File: config.mk
export PLATFORM = sky130hd
export DESIGN_NAME = ccg_bist_harness
export DESIGN_NICKNAME = d
export VERILOG_FILES = /design/src/rtl/ccg_bist_harness.sv
export SDC_FILE = /design/constraint.sdc
export NUM_CORES = 1
export LEC_CHECK = 0
export BUFFER_PORTS_ARGS = -buffer_cell sky130_fd_sc_hd__buf_2
export CAP_MARGIN = 20
export CORE_UTILIZATION = 35
export DETAILED_ROUTE_END_ITERATION = 10
export SYNTH_ARGS = -nofsm -noshare
export SYNTH_HDL_FRONTEND = slang
export SYNTH_SLANG_ARGS = --single-unit
File: constraint.sdc
create_clock -name clk -period 2.1 [get_ports clk]
set_clock_uncertainty 0.05 [all_clocks]
set_input_delay 0.525 -clock clk [delete_from_list [all_inputs] [get_ports clk]]
set_output_delay 0.525 -clock clk [all_outputs]
set_load 0.02 [all_outputs]
File: src/rtl/ccg_bist_harness.sv
// BIST harness for combinational CUTs: LFSR or counter stimulus,
// MISR compaction of the CUT response, and a golden-signature compare.
// Ports: clk, rst_n, start, mode, seed, num_patterns, abort, golden,
//        cut_in, cut_out, busy, done, pass, signature, pat_cnt.
module ccg_bist_harness #(
  parameter int N_IN   = 14,
  parameter int N_OUT  = 17,
  parameter int CNT_W  = 16,
  parameter int SETTLE = 1,
  parameter logic [N_IN-1:0]  LFSR_TAPS = 14'b11_0000_0000_0010,
  parameter logic [N_OUT-1:0] MISR_TAPS = 17'h12000
) (
  input  logic             clk,
  input  logic             rst_n,
  input  logic             start,
  input  logic             mode,
  input  logic [N_IN-1:0]  seed,
  input  logic [CNT_W-1:0] num_patterns,
  input  logic             abort,
  input  logic [N_OUT-1:0] golden,
  output logic [N_IN-1:0]  cut_in,
  input  logic [N_OUT-1:0] cut_out,
  output logic             busy,
  output logic             done,
  output logic             pass,
  output logic [N_OUT-1:0] signature,
  output logic [CNT_W-1:0] pat_cnt
);

  localparam int SW = (SETTLE > 1) ? $clog2(SETTLE) : 1;
  localparam logic [SW-1:0] SET_LAST = SW'(SETTLE - 1);

  typedef enum logic [1:0] {
    IDLE,
    APPLY,
    CAPTURE,
    FIN
  } state_t;

  state_t           state;
  logic             mode_q;
  logic [CNT_W-1:0] num_q;
  logic [SW-1:0]    settle_cnt;

  logic [N_IN-1:0]  pat_next;
  logic [N_OUT-1:0] misr_next;
  logic [CNT_W-1:0] cnt_inc;

  assign pat_next = mode_q ? cut_in + 1'b1
                  : {cut_in[N_IN-2:0], ^(cut_in & LFSR_TAPS)};
  assign misr_next =
    {signature[N_OUT-2:0], ^(signature & MISR_TAPS)} ^ cut_out;
  assign cnt_inc = pat_cnt + 1'b1;

  // golden is live, so pass follows it while done is held
  assign pass = done && (signature == golden);

  always_ff @(posedge clk or negedge rst_n) begin
    if (!rst_n) begin
      state      <= IDLE;
      mode_q     <= 1'b0;
      num_q      <= '0;
      settle_cnt <= '0;
      cut_in     <= '0;
      signature  <= '0;
      pat_cnt    <= '0;
      busy       <= 1'b0;
      done       <= 1'b0;
    end else begin
      unique case (state)
        IDLE, FIN: begin
          if (start) begin
            mode_q     <= mode;
            num_q      <= num_patterns;
            settle_cnt <= '0;
            signature  <= '0;
            pat_cnt    <= '0;
            // all-zero seed would lock the LFSR
            cut_in <= (!mode && seed == '0) ? N_IN'(1) : seed;
            if (num_patterns == '0) begin
              state <= FIN;
              busy  <= 1'b0;
              done  <= 1'b1;
            end else begin
              state <= APPLY;
              busy  <= 1'b1;
              done  <= 1'b0;
            end
          end
        end
        APPLY: begin
          if (abort) begin
            state <= IDLE;
            busy  <= 1'b0;
          end else if (settle_cnt == SET_LAST) begin
            state      <= CAPTURE;
            settle_cnt <= '0;
          end else begin
            settle_cnt <= settle_cnt + 1'b1;
          end
        end
        CAPTURE: begin
          if (abort) begin
            state <= IDLE;
            busy  <= 1'b0;
          end else begin
            signature <= misr_next;
            pat_cnt   <= cnt_inc;
            cut_in    <= pat_next;
            if (cnt_inc == num_q) begin
              state <= FIN;
              busy  <= 1'b0;
              done  <= 1'b1;
            end else begin
              state <= APPLY;
            end
          end
        end
        default: begin
          state <= IDLE;
          busy  <= 1'b0;
          done  <= 1'b0;
        end
      endcase
    end
  end

endmodule

### After elaboration in Yosys (flattened, before gate mapping)

Cells that the tools add are included.

| cells by class | value |
|---|---|
| add/subtract/negate cells | 3 |
| equal/unequal tests | 12 |
| muxes and demuxes | 33 |
| bitwise logic cells | 1 |
| reductions and logical operators | 17 |

Operator list:

| operator | count |
|---|---|
| $mux W14 | 4 |
| $mux W17 | 2 |
| $pmux W17 S2 | 1 |
| $mux W16 | 2 |
| $pmux W16 S2 | 1 |
| $pmux W14 S2 | 1 |
| $eq A17 B17 Y1 | 1 |
| $reduce_xor A17 Y1 | 1 |
| $xor A17 B17 Y17 | 1 |
| $add A16 B1 Y16 const B | 1 |
| $eq A16 B16 Y1 | 1 |
| $logic_not A16 Y1 | 1 |
| $add A14 B1 Y14 const B | 1 |
| $logic_not A14 Y1 | 1 |
| $reduce_xor A14 Y1 | 1 |
| $mux W1 | 12 |
| $mux W2 | 6 |
| $ne A2 B2 Y1 const B | 5 |
| $reduce_and A3 Y1 | 3 |
| $ne A3 B3 Y1 const B | 2 |
| $pmux W2 S3 | 1 |
| $eq A2 B2 Y1 const B | 2 |
| $pmux W1 S2 | 2 |
| $reduce_and A2 Y1 | 2 |
| other kinds (9) | 11 |

| storage, ports and cells | value |
|---|---|
| register bits after elaboration | 69 |
| word-level logic and storage cells | 75 |

### Logic depth before layout (Yosys ltp)

Gate-level depths: netlist of run 1.

| depth | value |
|---|---|
| depth in word-level cells | 5 |
| mapped depth | 10 |
| mapped depth without buffers | 7 |

### Least setup slack after synthesis of run 1

Ideal clock, no wire load.

| path | value |
|---|---|
| kind | register -> register |
| start | reg pat_cnt[0] |
| end | reg state[1] |
| setup time | 0.103 ns |
| arrival time | 2.209 ns |
| setup slack | -0.262 ns |
| cell stages (with the launch flop) | 9 |
| buffers on the path | 1 |
| period minus slack after synthesis | 2.362 ns |
| path through | dfrtp_1 ha_1 nand3_4 buf_6 or3_1 o211ai_1 o2111a_1 nand4_2 o41ai_2 |

| between the ends | value |
|---|---|
| longest elaborated chain between the ends | 5 |

Ends and longest elaborated chain:

| what | line | RTL |
|---|---|---|
| start, declared | 27 | `output logic [CNT_W-1:0] pat_cnt` |
| start signal, assigned | 108 | `pat_cnt <= cnt_inc;` |
| $add A16 B1 Y16 | 53 | `assign cnt_inc = pat_cnt + 1'b1;` |
| $eq A16 B16 Y1 | 110 | `if (cnt_inc == num_q) begin` |
| $mux W2 | 110 |  |
| $mux W2 | 103 | `if (abort) begin` |
| $pmux W2 S3 | 70 | `unique case (state)` |
| end signal, assigned | 104 | `state <= IDLE;` |
| end signal, assigned | 111 | `state <= FIN;` |
| end signal, assigned | 115 | `state <= APPLY;` |
| end, declared | 40 | `state_t state;` |

No other way between the ends.
A chain may end at the register's enable or synchronous reset.

### Worst setup path in the final report of run 1

Ends and elaborated chain as after synthesis.

==> metrics.yaml, run 1 <==
status:
  outcome: "finished with violations"
  violations: "setup timing"
cts:
  hold_buffers: 0
  cts_tree: "built"
  clock_path_buffers: 2
  cts_root_buf: "clkbuf_16"
  cts_buffers: 9
  insertion_delay_ns: 0.34
  clock_sinks: 68
  clkTransAtPathRegs_ns: 0.06
  cts.htree.levels: 3
timing:
  timing.setup.tns_ns: -0.1781
  maxSlewHeadroom: 0.5850
  fin_crit_sh: 1.044
  grt_setup_unrepaired: "yes"
  setup_viol: 3
  final_max_slew_viol_count: 0
  min_period_ns: 2.193
  tightest_slew_ns: 0.6168
  max_freq_mhz: 456.1
  hold_viol: 0
  worst_slack_ns: -0.09254
  whs_ns: 0.1040
setup_path:
  slowest_delay_ns: 0.41
  cp_cell_sequence: "ha_4 -> nand3_4 -> nor4_4 -> mux2i_1 -> nor4b_4 -> nand4_2 -> o41ai_2"
  cp_slowest_cell: "dfrtp_2"
  worstPathArrival_ns: 2.37
  cp_max_fo: 8
  worstSetupEndpointType: "flop"
  worstPathRequired_ns: 2.28
  r2r_slack_ns: -0.09
  start_kind: "flop"
  crit_type: "flop to flop"
die:
  die_area_um2: 12840
  ios: 119
  die_h_um: 113.3
  rows: 40
  core-area_um2: 12060
  die-width_um: 113.3
  floorplan.initialDensity: 0.3596
layout:
  layout-drive-gt1-share: 0.3562
  nNetsFinal: 695
  fin_util: 0.4805
  layout_common_cells: "buf_2 (117), dfrtp_1 (64), nand2_1 (61)"
  layout_commonest_cell: "buf_2"
  final_area_um2: 5796
  syn2layout_area_growth_pct: 33.60
  layout.filler_cells: 1147
  multi_input_area_um2: 2535
  antennaDiodeCount: 0
  finalNonFillerCells: 794
  seq_area_um2: 1707
routing:
  drt-total-wl_um: 12560
  vias: 4220
  wl_per_cell_um: 15.82
  drc_errors: 0
  drt_iter0_markers: 234
  via_per_inst: 5.315
  ant_nets: 0
  first_pass_iters: 5
yosys:
  synthSimpleGateAreaFrac: 0.1976
  synth_seq_cells: 68
  synth_seq_area_share: 0.3923
  synth.net_count: 543
  synth_compound_area_frac: 0.1837
  synth-xor-area-share: 0.1171
  synth-main-ff-cell: "dfrtp_1"
  synth_cell_types: 66
  synthTopCellsByArea: "dfrtp_1 (39%), xnor2_1 (8.7%), o21ai_0 (5.7%), nand2_1 (5.3%), mux2_2 (4.4%)"
  netlist_instances: 470
  synth-adder-area-share: 0.01154
  synthMuxAreaShare: 0.05567
  yosysTopAreaCell: "dfrtp_1"
  synth_top_area_share: 0.3923
  synth-edff-count: 0
  postSynthAreaPerCell_um2: 9.230
  postSynth.asyncResetShare: 1.000
  ys_warn_count: 0
  synth_top_family_by_area: "simple AND/OR/NAND/NOR gates"
  synth_area_um2: 4338
worst_hold_path:
  hp-class: "input pin to async pin"
placed_design:
  hpwl_um: 9308
  place_ws_ns: -0.03138
  place_area_um2: 5405
  io_buffers: 118
  numPlacedInstances: 772
  gp_routability_congestion: 0.9127
pwr:
  p_seq_frac: 0.305
  power.switching_mw: 3.305
  clockPowerShare: 0.182
  combPwrFrac: 0.513
  p_leak_nw: 2.611
  swShare: 0.4258
  internal-power_mw: 4.458
  p_total_mw: 7.763
  p_per_area_nw_per_um2: 1340
  ir_worst_vdd_uv: 538.0
grt:
  grt_overflow: 0
  track_usage: 0.2031
  antenna_found_initial: 0
  grt_pass1_wl_um: 20270
  grt_max_degree: 31
  first_global_vias: 4076
run:
  drv_cap: 0
logic make-up (layout without fill, tap and decap cells):
kind of cell / after synthesis / in the layout
AOI/OAI and AO/OA: 124 / 124
xor gates and xnor gates: 58 / 58
adders and majority gates: 4 / 4
buffers and inverters: 36 / 192
DFF: 68 / 68
muxes: 22 / 22
and+or+nand+nor: 158 / 158
power by group through the flow:
| stage | Combinational (mW) | Clock, mW | Sequential (mW) |
|---|---|---|---|
| floorplan | 2.22 | 0 | 2.61 |
| global placement | 3.79 | 0 | 2.38 |
| detailed placement | 3.86 | 0 | 2.40 |
| CTS | 3.95 | 1.45 | 2.36 |
| global route | 4.40 | 1.50 | 2.44 |
| finish | 3.99 | 1.41 | 2.37 |
routing by layer:
layer	track usage	part of all wire	up-vias
met5	0	0	-
met4	0.08421	0.020	0
met3	0.03321	0.048	24
met2	0.3329	0.48	141
met1	0.2662	0.45	2029
li1	-	-	2026
what timing repair did:
action | CTS | global route
buffers inserted | 4 | 3
resized for setup | 2 | 11
endpoints found under the setup margin | 4 | 8
pin swaps | 5 | 6
state kept, by name, indices dropped and copies added (netlist names):
name / cells
pat_cnt: 16
num_q: 16
signature: 17
mode_q: 1
state: 2
done: 1
busy: 1
cut_in: 14
area by class of cell:
cell class              instances  share of cell area
clock inverters                 2            0.001727
multi-input cells             366              0.4374
flip-flops and latches         68              0.2945
well taps                     168             0.03627
repair buffers                167              0.1788
inverters                      10            0.006477
clock buffers                  13             0.04491
critical path: cells and delay by family (launching register included):
kind / cells / cell delay (ns)
AOI/OAI and AO/OA: 1 / 0.26
adders and majority gates: 1 / 0.18
DFF: 1 / 0.41
muxes: 1 / 0.25
and+or+nand+nor: 4 / 0.94
final timing paths:
kind / startpoint / to / cells after the start
worst max-delay path: pat_cnt[0] / state[1] / 7
worst min-delay path: rst_n / state[0] / 1
worst max register to register: pat_cnt[0] / state[1] / 7
worst min register to register: num_q[9] / num_q[9] / 1
max in group asynchronous: rst_n / signature[1] / 2
min in group clk: num_patterns[5] / num_q[5] / 2
cells in the mapped netlist, drive strengths merged (3+ instances only):
cell / instances
buf: 5
o211ai: 5
nor2: 23
mux2i: 5
clkbuf: 21
a211oi: 5
inv: 10
nand4: 12
dfrtp: 68
a31oi: 6
o21ai: 50
and3: 4
nand2: 61
and4: 4
nor3: 8
ha: 4
o31ai: 12
or3: 3
nor4: 12
a21oi: 21
xnor2: 43
nand3: 18
xor2: 15
mux2: 17
No activity file was read; power rests on OpenSTA's default activity.
==> run 2, diff against run 1 <==
--- a/config.mk
+++ b/config.mk
@@ -5,10 +5,10 @@
 export SDC_FILE = /design/constraint.sdc
 export NUM_CORES = 1
 export LEC_CHECK = 0
-export BUFFER_PORTS_ARGS = -buffer_cell sky130_fd_sc_hd__buf_2
 export CAP_MARGIN = 20
 export CORE_UTILIZATION = 35
 export DETAILED_ROUTE_END_ITERATION = 10
+export DONT_BUFFER_PORTS = 1
 export SYNTH_ARGS = -nofsm -noshare
 export SYNTH_HDL_FRONTEND = slang
 export SYNTH_SLANG_ARGS = --single-unit
==> run 2 against run 1 <==
The flow finishes with violations (hold timing, setup timing). Largest power group unchanged. Critical path type is now flop to primary output. Maximum frequency down 1.5%. Final cell count down 12%. Count of clock-buffer cells in the layout down 2. Hold slack worse by 0.27 ns. Critical endpoint is now pass. Worst setup slack worse by 0.033 ns. Total power down 4.0%. Global-route usage down 0.80 points. Sequential share of layout area up 2.6 points. Core utilization down 4.0 points. Cell area down 8.3%.
==> metrics.yaml, run 2 (synthesis results as in run 1) <==
timing:
  worst_slack_ns: -0.1259
  final_max_slew_viol_count: 0
  tightest_slew_ns: 0.4951
  whs_ns: -0.1672
  fin_crit_sh: 1.060
  hold_viol: 68
  min_period_ns: 2.226
  maxSlewHeadroom: 0.6669
  setup_viol: 2
  max_freq_mhz: 449.3
  timing.setup.tns_ns: -0.1778
  grt_setup_unrepaired: "yes"
routing:
  via_per_inst: 5.377
  vias: 3769
  drt_iter0_markers: 183
  first_pass_iters: 4
  drc_errors: 0
  drt-total-wl_um: 12120
  ant_nets: 0
  wl_per_cell_um: 17.29
setup_path:
  worstPathRequired_ns: 1.52
  slowest_delay_ns: 0.50
  worstSetupEndpointType: "primary output"
  critPathTopFamily: "flip-flops"
  worstPathArrival_ns: 1.65
  critPathBufInv: 1
  start_kind: "flop"
  cp_cell_sequence: "xnor2_1 -> nand4_1 -> nor4_2 -> buf_4"
  crit_type: "flop to primary output"
  cp_max_fo: 4
  cp_slowest_cell: "dfrtp_1"
placed_design:
  io_buffers: 0
  gp_routability_congestion: 0.9228
  hpwl_um: 8972
  numPlacedInstances: 678
grt:
  track_usage: 0.1951
  grt_pass1_wl_um: 19420
  first_global_vias: 3791
  grt_max_degree: 69
  grt_overflow: 0
  antenna_found_initial: 0
pwr:
  combPwrFrac: 0.492
  power.switching_mw: 3.194
  clockPowerShare: 0.189
  internal-power_mw: 4.256
  ir_worst_vdd_uv: 698.3
  p_seq_frac: 0.318
  p_total_mw: 7.450
  p_leak_nw: 2.173
  swShare: 0.4287
  p_per_area_nw_per_um2: 1402
die:
  core-area_um2: 12060
  die_h_um: 113.3
  die-width_um: 113.3
  ios: 119
  die_area_um2: 12840
  floorplan.initialDensity: 0.3596
  rows: 40
cts:
  clock_sinks: 68
  cts_tree: "built"
  cts.htree.levels: 3
  clkTransAtPathRegs_ns: 0.06
  cts_buffers: 9
  insertion_delay_ns: 0.33
  clock_path_buffers: 2
  cts_root_buf: "clkbuf_16"
layout:
  layout.filler_cells: 1176
  layout_commonest_cell: "buf_4"
  syn2layout_area_growth_pct: 22.53
  layout-drive-gt1-share: 0.2383
  antennaDiodeCount: 0
  nNetsFinal: 601
  finalNonFillerCells: 701
  largest_reg_flops: 17
  top_register: "signature"
  top_regs: "signature: 17 flops, num_q: 16 flops, pat_cnt: 16 flops"
  layout_common_cells: "buf_4 (70), dfrtp_1 (65), nand2_1 (61)"
worst_hold_path:
  hp-class: "input pin to async pin"
run:
  drv_cap: 0
status:
  outcome: "finished with violations"
  violations: "hold timing, setup timing"
==> run 2: cell count changes in the layout (fill, tap and decap cells not counted), moves of 2 or more <==
cell | previous run | this run
o21ai_1 | 2 | 0
buf_4 | 44 | 70
buf_12 | 6 | 2
clkinv_4 | 0 | 2
buf_2 | 117 | 0
clkinvlp_4 | 0 | 2
==> run 2: repair_timing <==
action / CTS / global route
endpoints found under the hold margin: 68 / 68
resized for setup: 4 / 2
gates cloned: 1 / 0
endpoints found under the setup margin: 4 / 5
pin swaps: 6 / 5
buffers inserted: 2 / 4
==> run 2: final cells by class <==
type | instances | area, um2 | area share
tap | 168 | 210.2 | 0.03955
inverter | 10 | 37.54 | 0.007062
clock inverter | 5 | 37.54 | 0.007062
timing repair buffer | 72 | 565.5 | 0.1064
sequential | 68 | 1705 | 0.3209
multi-input combinational | 367 | 2516 | 0.4734
clock buffer | 11 | 242.7 | 0.04567
==> run 2: final timing paths <==
check,end,depth (start not counted),slack [ns],from
setup / recovery,pass,4,-0.13,signature[4]
hold / removal,pat_cnt[3],0,-0.17,rst_n
setup reg to reg,state[1],7,-0.05,pat_cnt[5]
hold reg to reg,num_q[9],1,0.48,num_q[9]
max in group asynchronous,signature[1],0,2.05,rst_n
min in group clk,state[1],1,0.23,abort
==> run 2: layer usage <==
metal | GRT usage | vias up | share of wire | routed length [um]
met5 | 0 | - | 0 | 0
met4 | 0.04912 | 0 | 0.012 | 149
met3 | 0.04928 | 10 | 0.054 | 654
met2 | 0.3423 | 116 | 0.50 | 6080
met1 | 0.2383 | 1805 | 0.43 | 5234
li1 | - | 1838 | - | -
==> run 2: metrics by stage <==
step,cell area [um2],setup slack (ns),utilization
2_1_floorplan,4359,-0.02813,-
3_3_place_gp,4945,-0.003097,0.4100
3_5_place_dp,4945,-0.1023,0.4100
4_1_cts,5273,-0.1499,0.4371
5_1_grt,5315,-0.2654,0.4407
6_report,5315,-0.1259,0.4407
==> run 2: power by group through the flow <==
| stage | combinational [mW] | sequential (mW) | clock, mW |
|---|---|---|---|
| after CTS | 3.66 | 2.38 | 1.45 |
| after floorplan | 2.22 | 2.61 | 0 |
| after detailed placement | 3.62 | 2.40 | 0 |
| final | 3.67 | 2.37 | 1.41 |
| after global routing | 4.09 | 2.44 | 1.49 |
| after global placement | 3.56 | 2.38 | 0 |
==> run 3, diff against run 2 <==
--- a/config.mk
+++ b/config.mk
@@ -9,6 +9,8 @@
 export CORE_UTILIZATION = 35
 export DETAILED_ROUTE_END_ITERATION = 10
 export DONT_BUFFER_PORTS = 1
+export HOLD_SLACK_MARGIN = 0.02
+export PLACE_DENSITY_LB_ADDON = 0.15
 export SYNTH_ARGS = -nofsm -noshare
 export SYNTH_HDL_FRONTEND = slang
 export SYNTH_SLANG_ARGS = --single-unit
==> constraint.sdc (replaced) <==
create_clock -name clk -period 2.1 [get_ports clk]
set_clock_uncertainty 0.05 [all_clocks]
set_input_delay 0 -clock clk [delete_from_list [all_inputs] [get_ports clk]]
set_output_delay 0 -clock clk [all_outputs]
set_load 0.02 [all_outputs]
==> run 3 against run 2 <==
The run ends with setup timing left. Routed wire length rose by 1.5%. Cell area is 7.6% higher. Flip-flop and latch count stayed put. Worst setup slack better by 0.12 ns. Sequential power increased by 8%. Via count up 2.4%. Count of clock-buffer cells in the layout did not move. Final cell count increased by 4.7%. Hold slack improved by 0.20 ns. Largest cell class unchanged.
==> metrics.yaml, run 3 (synthesis results as in run 1) <==
status:
  outcome: "finished with violations"
  violations: "setup timing"
setup_path:
  start_kind: "flop"
  worstPathRequired_ns: 2.29
  worstPathArrival_ns: 2.29
  crit_type: "flop to flop"
  worstSetupEndpointType: "flop"
  cp_max_fo: 8
  worst_r2r_path_depth: 7
cts:
  clock_path_buffers: 2
  insertion_delay_ns: 0.34
  clock_sinks: 68
  cts.htree.levels: 3
  cts_root_buf: "clkbuf_16"
  cts_buffers: 9
  cts_tree: "built"
  clkTransAtPathRegs_ns: 0.06
timing:
  hold_viol: 0
  max_freq_mhz: 475.2
  tightest_slew_ns: 0.5789
  final_max_slew_viol_count: 0
  whs_ns: 0.03194
  grt_setup_unrepaired: "yes"
  min_period_ns: 2.105
  worst_slack_ns: -0.004515
  maxSlewHeadroom: 0.6105
  setup_viol: 1
  fin_crit_sh: 1.002
worst_hold_path:
  whs_path_depth: 5
  hp-class: "input pin to flop"
routing:
  first_pass_iters: 4
  wl_per_cell_um: 16.75
  drc_errors: 0
  via_per_inst: 5.257
  drt_iter0_markers: 196
  ant_nets: 0
  vias: 3859
  drt-total-wl_um: 12300
layout:
  nNetsFinal: 634
  layout_commonest_cell: "dfrtp_1"
  syn2layout_area_growth_pct: 31.81
  top_regs: "signature: 17 flops, num_q: 16 flops, pat_cnt: 16 flops"
  top_register: "signature"
  antennaDiodeCount: 0
  layout_common_cells: "dfrtp_1 (64), nand2_1 (61), dlygate4sd3_1 (52)"
  final_area_um2: 5718
  layout-drive-gt1-share: 0.1908
  largest_reg_flops: 17
  fin_util: 0.4741
die:
  rows: 40
  core-area_um2: 12060
  die_h_um: 113.3
  die-width_um: 113.3
  ios: 119
  die_area_um2: 12840
  floorplan.initialDensity: 0.3596
grt:
  track_usage: 0.2010
  grt_overflow: 0
  antenna_found_initial: 0
  first_global_vias: 3938
  grt_pass1_wl_um: 19800
  grt_max_degree: 69
run:
  drv_cap: 0
pwr:
  p_per_area_nw_per_um2: 1311
  ir_worst_vdd_uv: 747.3
  p_leak_nw: 2.308
  p_total_mw: 7.494
placed_design:
  place_ws_ns: -0.1216
  gp_routability_congestion: 0.8940
  place_area_um2: 4796
  io_buffers: 0
  hpwl_um: 8693
run 3: cell count changes in the layout (fill, tap and decap cells not counted), sizes merged:
cell	before	now
bufinv	0	1
buf	72	54
nand3	19	18
dlygate4sd3	0	52
clkinvlp	2	1
run 3: stage by stage:
step                      instances    TNS, ns
final                           734  -0.004515
after global routing            734    -0.2633
after CTS                       730   -0.01137
after detailed placement        659    -0.1924
after global placement          659          0
after floorplan                 470   -0.03969
run 3: timing repair:
| action | 4_1_cts | 5_1_grt |
|---|---|---|
| pin swaps | 5 | 4 |
| hold buffers | 53 | 0 |
| endpoints found under the setup margin | 3 | 5 |
| setup buffers | 2 | 4 |
| endpoints found under the hold margin | 125 | 0 |
| gates resized for setup | 2 | 6 |
run 3: routing by layer:
layer  part of all wire  up-vias  track usage  wire length (um)
met4             0.0054        0      0.05088                66
met2               0.50      134       0.3558              6146
li1                   -     1895            -                 -
met3              0.071        7      0.06909               868
met1               0.42     1823       0.2314              5214
met5                  0        -            0                 0
run 3: layout make-up:
cell class | count | area, um2
clock buffer | 11 | 242.7
clock inverter | 5 | 52.55
fill | 1153 | 6344
inverter | 10 | 37.54
multi-input combinational | 366 | 2494
sequential | 68 | 1707
tap | 168 | 210.2
timing repair buffer | 106 | 974.7
run 3: worst paths after layout:
path | startpoint | end | slack [ns]
max | pat_cnt[1] | state[1] | -0.005
min | num_patterns[15] | done | 0.03
max reg2reg | pat_cnt[1] | state[1] | -0.005
min reg2reg | num_q[9] | num_q[9] | 0.48
max in group asynchronous | rst_n | pat_cnt[1] | 1.52
min in group asynchronous | rst_n | signature[15] | 0.19
run 3: report_power, final:
| group | leakage [nW] | switching, mW | total, mW | internal, mW |
|---|---|---|---|---|
| clock | 0.145 | 0.573 | 1.52 | 0.945 |
| sequential | 0.865 | 0.762 | 2.55 | 1.79 |
| combinational | 1.30 | 1.87 | 3.42 | 1.55 |
| total | 2.31 | 3.20 | 7.49 | 4.29 |
run 3: critical path, stage by stage (launching register included):
cell     delay (ns)
dfrtp_2        0.38
ha_4           0.16
nand3_4        0.15
nor4_4         0.36
mux2i_1        0.26
nor4b_4        0.23
nand4_2        0.19
o41ai_2        0.22
